## src/rtl/types_pkg.sv

```systemverilog
// Shared types and constants for the ALU operand loader.
package types_pkg;

    typedef enum logic [2:0] {
        GET_A  = 3'd0,
        GET_B  = 3'd1,
        GET_OP = 3'd2,
        ISSUE  = 3'd3,
        DONE   = 3'd4
    } loader_state_t;

    typedef logic [3:0] aluop_t;

    localparam int KEY_ENTER  = 0;
    localparam int KEY_CANCEL = 1;
    localparam int WORD_W     = 32;

endpackage

```

## src/rtl/alu_operand_loader_key_debounce.sv

```systemverilog
// One pushbutton: 2-FF synchronizer, stability counter and press pulse on a debounced 1->0.
module key_debounce #(
    parameter int DEBOUNCE_CYCLES = 500000,
    parameter int CNT_W           = $clog2(DEBOUNCE_CYCLES + 1)
) (
    input  logic CLOCK_50,
    input  logic RST,
    input  logic key_n,
    output logic level,
    output logic press
);

    logic             sync_q1;
    logic             sync_q2;
    logic [CNT_W-1:0] cnt;
    logic             settled;

    assign settled = (cnt == CNT_W'(DEBOUNCE_CYCLES - 1));

    always_ff @(posedge CLOCK_50 or posedge RST) begin
        if (RST) begin
            sync_q1 <= 1'b1;
            sync_q2 <= 1'b1;
        end else begin
            sync_q1 <= key_n;
            sync_q2 <= sync_q1;
        end
    end

    // Any cycle where the synchronized level matches the accepted one restarts the count.
    always_ff @(posedge CLOCK_50 or posedge RST) begin
        if (RST) begin
            cnt   <= '0;
            level <= 1'b1;
            press <= 1'b0;
        end else begin
            press <= 1'b0;
            if (sync_q2 == level) begin
                cnt <= '0;
            end else if (settled) begin
                cnt   <= '0;
                level <= sync_q2;
                press <= ~sync_q2;
            end else begin
                cnt <= cnt + CNT_W'(1);
            end
        end
    end

endmodule

```

## src/rtl/alu_operand_loader.sv

```systemverilog
// Operand entry FSM: commits A, B and opcode from switches, then offers them with valid/ack.
//   state  | meaning
//   GET_A  | waiting for ENTER to capture operand A
//   GET_B  | waiting for ENTER to capture operand B
//   GET_OP | waiting for ENTER to capture opcode and raise op_valid
//   ISSUE  | transaction presented, keys ignored until op_ack
//   DONE   | transfer complete, ENTER or CANCEL restarts
import types_pkg::*;

module alu_operand_loader #(
    parameter int DEBOUNCE_CYCLES = 500000
) (
    input  logic              CLOCK_50,
    input  logic              RST,
    input  logic [3:0]        KEY,
    input  logic [17:0]       SW,
    output logic [WORD_W-1:0] port_a,
    output logic [WORD_W-1:0] port_b,
    output logic [3:0]        op,
    output logic              op_valid,
    input  logic              op_ack,
    output logic [4:0]        state_led
);

    loader_state_t     state;
    logic              enter_press;
    logic              cancel_press;
    logic              enter_level;
    logic              cancel_level;
    logic [WORD_W-1:0] sw_word;
    logic              unused_inputs;

    assign unused_inputs = ^{KEY[3:2], SW[17], enter_level, cancel_level};
    assign sw_word       = {{(WORD_W - 16){SW[16]}}, SW[15:0]};

    key_debounce #(.DEBOUNCE_CYCLES(DEBOUNCE_CYCLES)) u_enter (
        .CLOCK_50 (CLOCK_50),
        .RST      (RST),
        .key_n    (KEY[KEY_ENTER]),
        .level    (enter_level),
        .press    (enter_press)
    );

    key_debounce #(.DEBOUNCE_CYCLES(DEBOUNCE_CYCLES)) u_cancel (
        .CLOCK_50 (CLOCK_50),
        .RST      (RST),
        .key_n    (KEY[KEY_CANCEL]),
        .level    (cancel_level),
        .press    (cancel_press)
    );

    // CANCEL outranks ENTER everywhere except ISSUE, where a presented transaction is never withdrawn.
    always_ff @(posedge CLOCK_50 or posedge RST) begin
        if (RST) begin
            state    <= GET_A;
            port_a   <= '0;
            port_b   <= '0;
            op       <= '0;
            op_valid <= 1'b0;
        end else begin
            case (state)
                GET_A: begin
                    if (cancel_press) begin
                        state <= GET_A;
                    end else if (enter_press) begin
                        port_a <= sw_word;
                        state  <= GET_B;
                    end
                end
                GET_B: begin
                    if (cancel_press) begin
                        state <= GET_A;
                    end else if (enter_press) begin
                        port_b <= sw_word;
                        state  <= GET_OP;
                    end
                end
                GET_OP: begin
                    if (cancel_press) begin
                        state <= GET_A;
                    end else if (enter_press) begin
                        op       <= aluop_t'(SW[3:0]);
                        op_valid <= 1'b1;
                        state    <= ISSUE;
                    end
                end
                ISSUE: begin
                    if (op_ack) begin
                        op_valid <= 1'b0;
                        state    <= DONE;
                    end
                end
                DONE: begin
                    if (cancel_press || enter_press) begin
                        state <= GET_A;
                    end
                end
                default: state <= GET_A;
            endcase
        end
    end

    always_comb begin
        state_led = 5'b00000;
        case (state)
            GET_A:   state_led = 5'b00001;
            GET_B:   state_led = 5'b00010;
            GET_OP:  state_led = 5'b00100;
            ISSUE:   state_led = 5'b01000;
            DONE:    state_led = 5'b10000;
            default: state_led = 5'b00000;
        endcase
    end

endmodule

```

## config.mk

```make
export PLATFORM = sky130hd
export DESIGN_NAME = alu_operand_loader
export DESIGN_NICKNAME = d
export VERILOG_FILES = /design/src/rtl/types_pkg.sv /design/src/rtl/alu_operand_loader_key_debounce.sv /design/src/rtl/alu_operand_loader.sv
export SDC_FILE = /design/constraint.sdc
export NUM_CORES = 1
export LEC_CHECK = 0
export CORE_ASPECT_RATIO = 2
export CORE_UTILIZATION = 45
export DETAILED_ROUTE_END_ITERATION = 12
export GPL_ROUTABILITY_DRIVEN = 0
export HOLD_SLACK_MARGIN = 0.1
export PLACE_DENSITY_LB_ADDON = 0.12
export SKIP_CTS_REPAIR_TIMING = 1
export SLEW_MARGIN = 20
export SYNTH_ARGS = -nofsm -noshare
export SYNTH_HDL_FRONTEND = slang
export SYNTH_SLANG_ARGS = --single-unit
```

## constraint.sdc

```tcl
create_clock -name CLOCK_50 -period 2.7 [get_ports CLOCK_50]
set_clock_uncertainty 0.2 [all_clocks]
set_input_delay 0.405 -clock CLOCK_50 [delete_from_list [all_inputs] [get_ports CLOCK_50]]
set_output_delay 0.405 -clock CLOCK_50 [all_outputs]
set_load 0.02 [all_outputs]
```

==> results_dict.tcl, run 1 <==
set metrics [dict create \
    viasPerCell 5.31 \
    finalCriticalPeriod_ns 2.41 \
    ctsHtreeMaxLevel 3 \
    whs_endpoint "u_cancel.sync_q2" \
    synth.cell_area_mm2 0.00406 \
    seq_area_frac_synth_pct 54.4 \
    r2r-end "u_cancel.cnt[16]" \
    clkLatencyLatePin_ns 0.34 \
    vdd_ir_drop_max_mv 0.415 \
    path_max_fanout 8 \
    post_detailed_route_wirelength_per_cell_um 14.8 \
    cts-root-buf "sky130_fd_sc_hd__clkbuf_16" \
    synth_top_area_share_pct 50.5 \
    tightest_slew_ns 0.524 \
    syn_inst 353 \
    power.clock.fraction_pct 43.8 \
    syn-num-nets 380 \
    grt_start_max_net_pins 37 \
    slew_headroom_pct 65.0 \
    gr-total-overflow 0 \
    switching_share_pct 22.4 \
    combPwrFrac_pct 9.9 \
    fmax_ghz 0.414 \
    worst-r2r-setup-slack_ns 0.54 \
    drt_first_iter_violations 75 \
    worst_hold_class "flop to flop" \
    critPathCaptureType "output pin" \
    syn_avg_cell_area_um2 11.5 \
    die_w_um 69.2 \
    synth_flop_cell "sky130_fd_sc_hd__dfrtp_1" \
    tritoncts "yes" \
    io_buffer_count 95 \
    finalCoreUtilization_pct 60.8 \
    postSynth.asyncResetShare_pct 100 \
    ant_nets 0 \
    initial_utilization_pct 46.7 \
    hold_viol 0 \
    switchingPower_uw 672 \
    route.vias.total 2846 \
    dieHeight_um 136 \
    synth-edff-count 0 \
    num_rows 48 \
    cellPowerDensity_mw_per_mm2 566 \
    cellInternalPower_mw 2.33 \
    start_kind "flop" \
    syn_to_final_growth_pct 30.3 \
    outcome "finished clean" \
    count_of_antenna_diodes_in_the_layout 0 \
    hold-path-cell-count 0 \
    antenna_found_initial 0 \
    pwr-share-seq_pct 46.3 \
    hold_ws_ns 0.155 \
    first_global_vias 2825 \
    synthTopCellsByArea "sky130_fd_sc_hd__dfrtp_1, sky130_fd_sc_hd__mux2_2, sky130_fd_sc_hd__buf_4, sky130_fd_sc_hd__xnor2_1, sky130_fd_sc_hd__dfstp_2" \
    timing.final.max_slew_violations 0 \
    cp.required_ns 2.10 \
    final_layout_size_suffix_gt1_share_pct 17.9 \
    place.detailed.instances 520 \
    fp.coreArea_mm2 0.00871 \
    crit_arrival_ns 1.81 \
    die-area_mm2 0.00944 \
    drc_errors 0 \
    cts-root-to-sink-buffers 2 \
    hold_path.startpoint "u_cancel.sync_q1" \
    unrepaired_setup_endpoints_after_global_routing "no" \
    numClockSinks 88 \
    r2r.worst_path.cells 5 \
    final_critical_path_share_of_the_clock_period_pct 89.4 \
    wl_um 7930 \
    pin_count 99 \
    ys_top_cells_by_count "sky130_fd_sc_hd__dfrtp_1, sky130_fd_sc_hd__mux2_2, sky130_fd_sc_hd__nor2_1, sky130_fd_sc_hd__buf_4, sky130_fd_sc_hd__xnor2_1" \
    clkTransAtPathRegs_ns 0.06 \
    synth.distinct_cells 43 \
    worst-setup-path-type "flop to output pin" \
    fin_tns_setup_ns 0 \
    synthesis.yosys.warnings 0 \
    cts_made_buffers 9 \
    post-synth-top-count-cell "sky130_fd_sc_hd__dfrtp_1" \
    grt_pass1_wl_um 13500 \
    finish.cell_count_without_fillers 536 \
    worstReg2RegStart "u_cancel.cnt[0]" \
    max_cap_viols 0 \
    drt_first_pass_iters 4 \
    track_usage_pct 18.3 \
    fin_nets 458 \
    timing.final.setup_violations 0 \
    dp_hpwl_um 5890 \
    synth.ff_latch_count 88 \
    cp_startpoint "state[0]" \
    power_leakage_nw 2.11 \
    synth_largest_area_cell "sky130_fd_sc_hd__dfrtp_1" \
]
==> state kept, by name, summed over array words and instances, names as in the netlist <==
name,cells
op_valid,1
u_cancel.cnt,19
u_cancel.press,1
u_cancel.sync_q2,1
u_cancel.sync_q1,1
u_enter.press,1
port_b,17
port_a,17
u_cancel.level,1
u_enter.sync_q1,1
op,4
state,3
u_enter.sync_q2,1
u_enter.cnt,19
u_enter.level,1
==> layout make-up <==
cell class / count / area, um^2
Fill cell: 748 / 3410
Multi-Input combinational cell: 222 / 1570
Inverter: 7 / 30.0
Sequential cell: 88 / 2210
Timing Repair Buffer: 103 / 1040
Tap cell: 100 / 125
Clock inverter: 6 / 92.6
Clock buffer: 10 / 229
==> per-stage QoR <==
step / area, um^2 / power, mW / setup slack [ns]
final: 5290 / 3.00 / 0.286
after global routing: 5290 / 3.12 / 0.186
after CTS: 5290 / 3.04 / 0.274
after detailed placement: 4970 / 1.72 / 0.538
after global placement: 4970 / 1.71 / 0.612
after floorplan: 4070 / 1.58 / 0.653
==> how the worst max path moves through the flow <==
stage	endpoint	slack, ns	cells after the start
2_1_floorplan	u_enter.level	0.65	4
3_3_place_gp	u_cancel.cnt[18]	0.61	5
3_5_place_dp	u_cancel.cnt[16]	0.54	5
4_1_cts	state_led[1]	0.27	3
5_1_grt	state_led[1]	0.19	3
6_report	state_led[1]	0.29	3
==> critical path, cell delays in order (launching register included) <==
cell and delay (ns):
sky130_fd_sc_hd__dfrtp_1 0.45, sky130_fd_sc_hd__nor2b_1 0.25, sky130_fd_sc_hd__nor2b_1 0.15, sky130_fd_sc_hd__clkdlybuf4s50_1 0.61
==> cell usage in the layout (no fill, tap or decap), drive strengths merged, types with 4 or more instances in the layout <==
cell type,Yosys,layout
nor4,6,6
xnor2,21,21
nand2,20,20
nor2b,4,4
or3,7,7
o31ai,4,4
nand4,8,8
dfrtp,82,82
o21ai,5,5
clkbuf,2,10
inv,7,7
nor2,38,38
a21oi,10,10
clkdlybuf4s50,0,95
dfstp,6,6
nor3,8,8
xor2,6,6
nand3,14,14
mux2,40,40
or4,6,6
buf,34,8
and2,4,4
==> logic make-up (layout without fill, tap and decap cells) <==
logic type	Yosys count	after routing	synth area share, %
AO/OA/AOI/OAI	23	23	3.91
XOR/XNOR	27	27	5.82
adder cells (fa/ha/maj)	2	2	0.616
buffers and inverters	43	126	6.96
flip-flops	88	88	54.4
multiplexers	40	40	11.2
AND/OR/NAND/NOR	130	130	17.1
==> power groups by stage <==
| stage | Sequential (mW) | Combinational (mW) | Clock (mW) |
|---|---|---|---|
| 2_1_floorplan | 1.45 | 0.132 | 0 |
| 4_1_cts | 1.39 | 0.303 | 1.35 |
| 6_report | 1.39 | 0.297 | 1.31 |
| 3_3_place_gp | 1.41 | 0.298 | 0 |
| 3_5_place_dp | 1.41 | 0.302 | 0 |
| 5_1_grt | 1.40 | 0.319 | 1.41 |
==> routing by layer <==
metal	track usage [%]	vias up	wire (um)
li1	-	1367	-
met1	20.4	1384	3040
met2	32.4	80	4370
met3	4.08	15	310
met4	9.30	0	210
met5	0	-	0
(Power assumes the default switching activity.)
==> run 2, diff against run 1 <==
CAP_MARGIN = 40   (was not set)
SYNTH_HIERARCHICAL = 1   (was not set)
==> run 2 against run 1 <==
  * The run now ends with design-rule violations left
  * Via count down 1.7%
  * Cell area up 3.3%
  * Worst hold slack about the same
  * Die area up 5.9%
  * Sequential power about the same
  * Combinational power about the same
==> results_dict.tcl, run 2 <==
set metrics [dict create \
    gr-total-overflow 0 \
    critPathTopFamily "buffers and inverters" \
    synthTopCellsByArea "sky130_fd_sc_hd__dfrtp_1, sky130_fd_sc_hd__mux2_4, sky130_fd_sc_hd__buf_4, sky130_fd_sc_hd__mux2_2, sky130_fd_sc_hd__xnor2_1" \
    dieHeight_um 140 \
    die_w_um 71.2 \
    timing.final.max_slew_violations 0 \
    post_detailed_route_wirelength_per_cell_um 15.2 \
    muxShareOfSynthArea_pct 12.9 \
    grt_start_max_net_pins 43 \
    path_max_fanout 9 \
    layout_commonest_cell "sky130_fd_sc_hd__clkdlybuf4s50_1" \
    syn_inst 357 \
    finish.cell_count_without_fillers 538 \
    syn_to_final_growth_pct 26.9 \
    pwr-share-seq_pct 45.3 \
    synth-edff-count 0 \
    max_cap_viols 0 \
    timing.critical_path.buf_inv 1 \
    hold_viol 0 \
    maxUsedRoutingLayer "met4" \
    critPathSlowestCell "sky130_fd_sc_hd__clkdlybuf4s50_1" \
    combPwrFrac_pct 9.7 \
    synth_top_area_share_pct 47.6 \
    fin_nets 456 \
    violations "design-rule violations" \
    num_rows 50 \
    ys_top_cells_by_count "sky130_fd_sc_hd__dfrtp_1, sky130_fd_sc_hd__nor2_1, sky130_fd_sc_hd__buf_4, sky130_fd_sc_hd__xnor2_1" \
    synth.distinct_cells 43 \
    cp.required_ns 2.10 \
    syn-num-nets 384 \
    fillers 798 \
    finalCriticalPeriod_ns 2.55 \
    cellInternalPower_mw 2.40 \
    final_layout_size_suffix_gt1_share_pct 18.9 \
    timing.critical_path.slowest_cell_delay_ns 0.62 \
    io_buffer_count 95 \
    cts_made_buffers 9 \
    seq_area_frac_synth_pct 51.3 \
    final_critical_path_share_of_the_clock_period_pct 94.4 \
    syn_avg_cell_area_um2 12.1 \
    fp.coreArea_mm2 0.00932 \
    placedInstanceArea_mm2 0.00513 \
    slew_headroom_pct 65.0 \
    power.clock.fraction_pct 45.0 \
    numClockSinks 88 \
    vdd_ir_drop_max_mv 0.415 \
    timing.final.setup_violations 0 \
    power_leakage_nw 2.33 \
    worst-setup-path-type "flop to output pin" \
    route.vias.total 2799 \
    tightest_slew_ns 0.525 \
    post_synth_xor_area_fraction_pct 5.69 \
    count_of_antenna_diodes_in_the_layout 0 \
    place.detailed.instances 522 \
    synth_flop_cell "sky130_fd_sc_hd__dfrtp_1" \
    cellPowerDensity_mw_per_mm2 562 \
    first_global_vias 2873 \
    postSynth.asyncResetShare_pct 100 \
    antenna_found_initial 0 \
    synth_compound_area_share_pct 2.90 \
    pin_count 99 \
    met3_wirelength_um 373 \
    die-area_mm2 0.0100 \
    synth_largest_area_cell "sky130_fd_sc_hd__dfrtp_1" \
    dp_hpwl_um 5840 \
    drc_errors 14 \
    switching_share_pct 21.9 \
    fin_tns_setup_ns 0 \
    cts-root-buf "sky130_fd_sc_hd__clkbuf_16" \
    yosys.area_share.adder_pct 0.581 \
    synth.cell_area_mm2 0.00431 \
    clkTransAtPathRegs_ns 0.06 \
    worst_hold_class "flop to flop" \
    switchingPower_uw 674 \
    outcome "complete, but fails checks" \
    crit_arrival_ns 1.94 \
    synth.ff_latch_count 88 \
    drt_first_pass_iters 8 \
    start_kind "flop" \
    finalCoreUtilization_pct 58.7 \
    ctsHtreeMaxLevel 3 \
    viasPerCell 5.20 \
    synth_simple_gate_area_share_pct 19.0 \
    crit_top_cell "sky130_fd_sc_hd__nor2b_1" \
    wl_um 8170 \
    critPathCaptureType "output pin" \
    combinational_family_with_the_most_area_after_synthesis "simple AND/OR/NAND/NOR gates" \
    tritoncts "yes" \
    track_usage_pct 18.3 \
    crit_chain "nor2b_1, nor2b_1, clkdlybuf4s50_1" \
    final_instance_area_mm2 0.00547 \
    final_cell_mix "sky130_fd_sc_hd__clkdlybuf4s50_1, sky130_fd_sc_hd__dfrtp_1, sky130_fd_sc_hd__nor2_1" \
    fmax_ghz 0.392 \
    unrepaired_setup_endpoints_after_global_routing "no" \
    wl_met1_um 3370 \
    drt_first_iter_violations 111 \
    initial_utilization_pct 46.2 \
    clkLatencyLatePin_ns 0.33 \
    ant_nets 0 \
    post-synth-top-count-cell "sky130_fd_sc_hd__dfrtp_1" \
    grt_pass1_wl_um 14200 \
    layout_top_registers "u_cancel/cnt (19), u_enter/cnt (19)" \
    synthesis.yosys.warnings 6 \
    wl_met2_um 4240 \
    cts-root-to-sink-buffers 2 \
]
==> run 2: cell types whose count changed after synthesis, sizes merged, moves of 5 or more <==
| cell | previous run | this run |
|---|---|---|
| inv | 7 | 12 |
| or3 | 7 | 0 |
| nand2 | 20 | 15 |
| nor2 | 38 | 44 |
| nor4 | 6 | 12 |
| nand4b | 1 | 6 |
==> run 2: cells by family (layout without fill, tap and decap cells) <==
kind of cell | count (synthesis) | after routing
and+or+nand+nor | 129 | 129
DFF | 88 | 88
buffers and inverters | 49 | 126
muxes | 43 | 43
xor gates and xnor gates | 28 | 28
AOI/OAI and AO/OA | 18 | 18
adders and majority gates | 2 | 2
==> run 2: worst paths after layout <==
path,from,end,slack (ns),cells past startpoint
setup / recovery,state[0],state_led[1],0.15,3
hold / removal,u_enter/sync_q1,u_enter/sync_q2,0.15,0
setup reg to reg,u_cancel/cnt[0],u_cancel/cnt[16],0.64,5
hold reg to reg,u_enter/sync_q1,u_enter/sync_q2,0.15,0
max in group asynchronous,RST,port_b[16],1.58,3
min in group asynchronous,RST,u_cancel/cnt[2],0.27,3
==> run 2: layout make-up <==
cell class                      count  area, um^2  share of cell area (%)
Timing Repair Buffer               98         973                    17.8
Clock buffer                       12         267                    4.87
Sequential cell                    88        2210                    40.4
Tap cell                          104         130                    2.38
Inverter                           12        45.0                   0.823
Clock inverter                      4        75.1                    1.37
Multi-Input combinational cell    220        1770                    32.4
==> run 2: layer usage <==
| metal | GRT usage, % | up-vias |
|---|---|---|
| li1 | - | 1349 |
| met3 | 4.60 | 10 |
| met4 | 8.63 | 0 |
| met1 | 21.3 | 1370 |
| met2 | 30.8 | 70 |
| met5 | 0 | - |
==> run 2: metrics by stage <==
| step | hold slack, ns | power [mW] | setup WS [ns] |
|---|---|---|---|
| after global placement | 0.146 | 1.72 | 0.527 |
| after detailed placement | 0.147 | 1.72 | 0.514 |
| final | 0.155 | 3.08 | 0.150 |
| after CTS | 0.156 | 3.13 | 0.142 |
| after floorplan | 0.145 | 1.59 | 0.863 |
| after global routing | 0.159 | 3.19 | 0.00624 |
==> run 2: power groups by stage <==
stage | Sequential, mW | Clock, mW | Combinational, mW
2_1_floorplan | 1.45 | 0 | 0.141
3_3_place_gp | 1.41 | 0 | 0.301
3_5_place_dp | 1.42 | 0 | 0.304
4_1_cts | 1.39 | 1.43 | 0.305
5_1_grt | 1.40 | 1.47 | 0.321
6_report | 1.39 | 1.38 | 0.300
==> run 3, diff against run 2 <==
SKIP_CTS_REPAIR_TIMING = not set   (was 1)
SLEW_MARGIN = not set   (was 20)
==> results of run 3 <==
Final layout, timing and power as in run 2 (identical DEF).
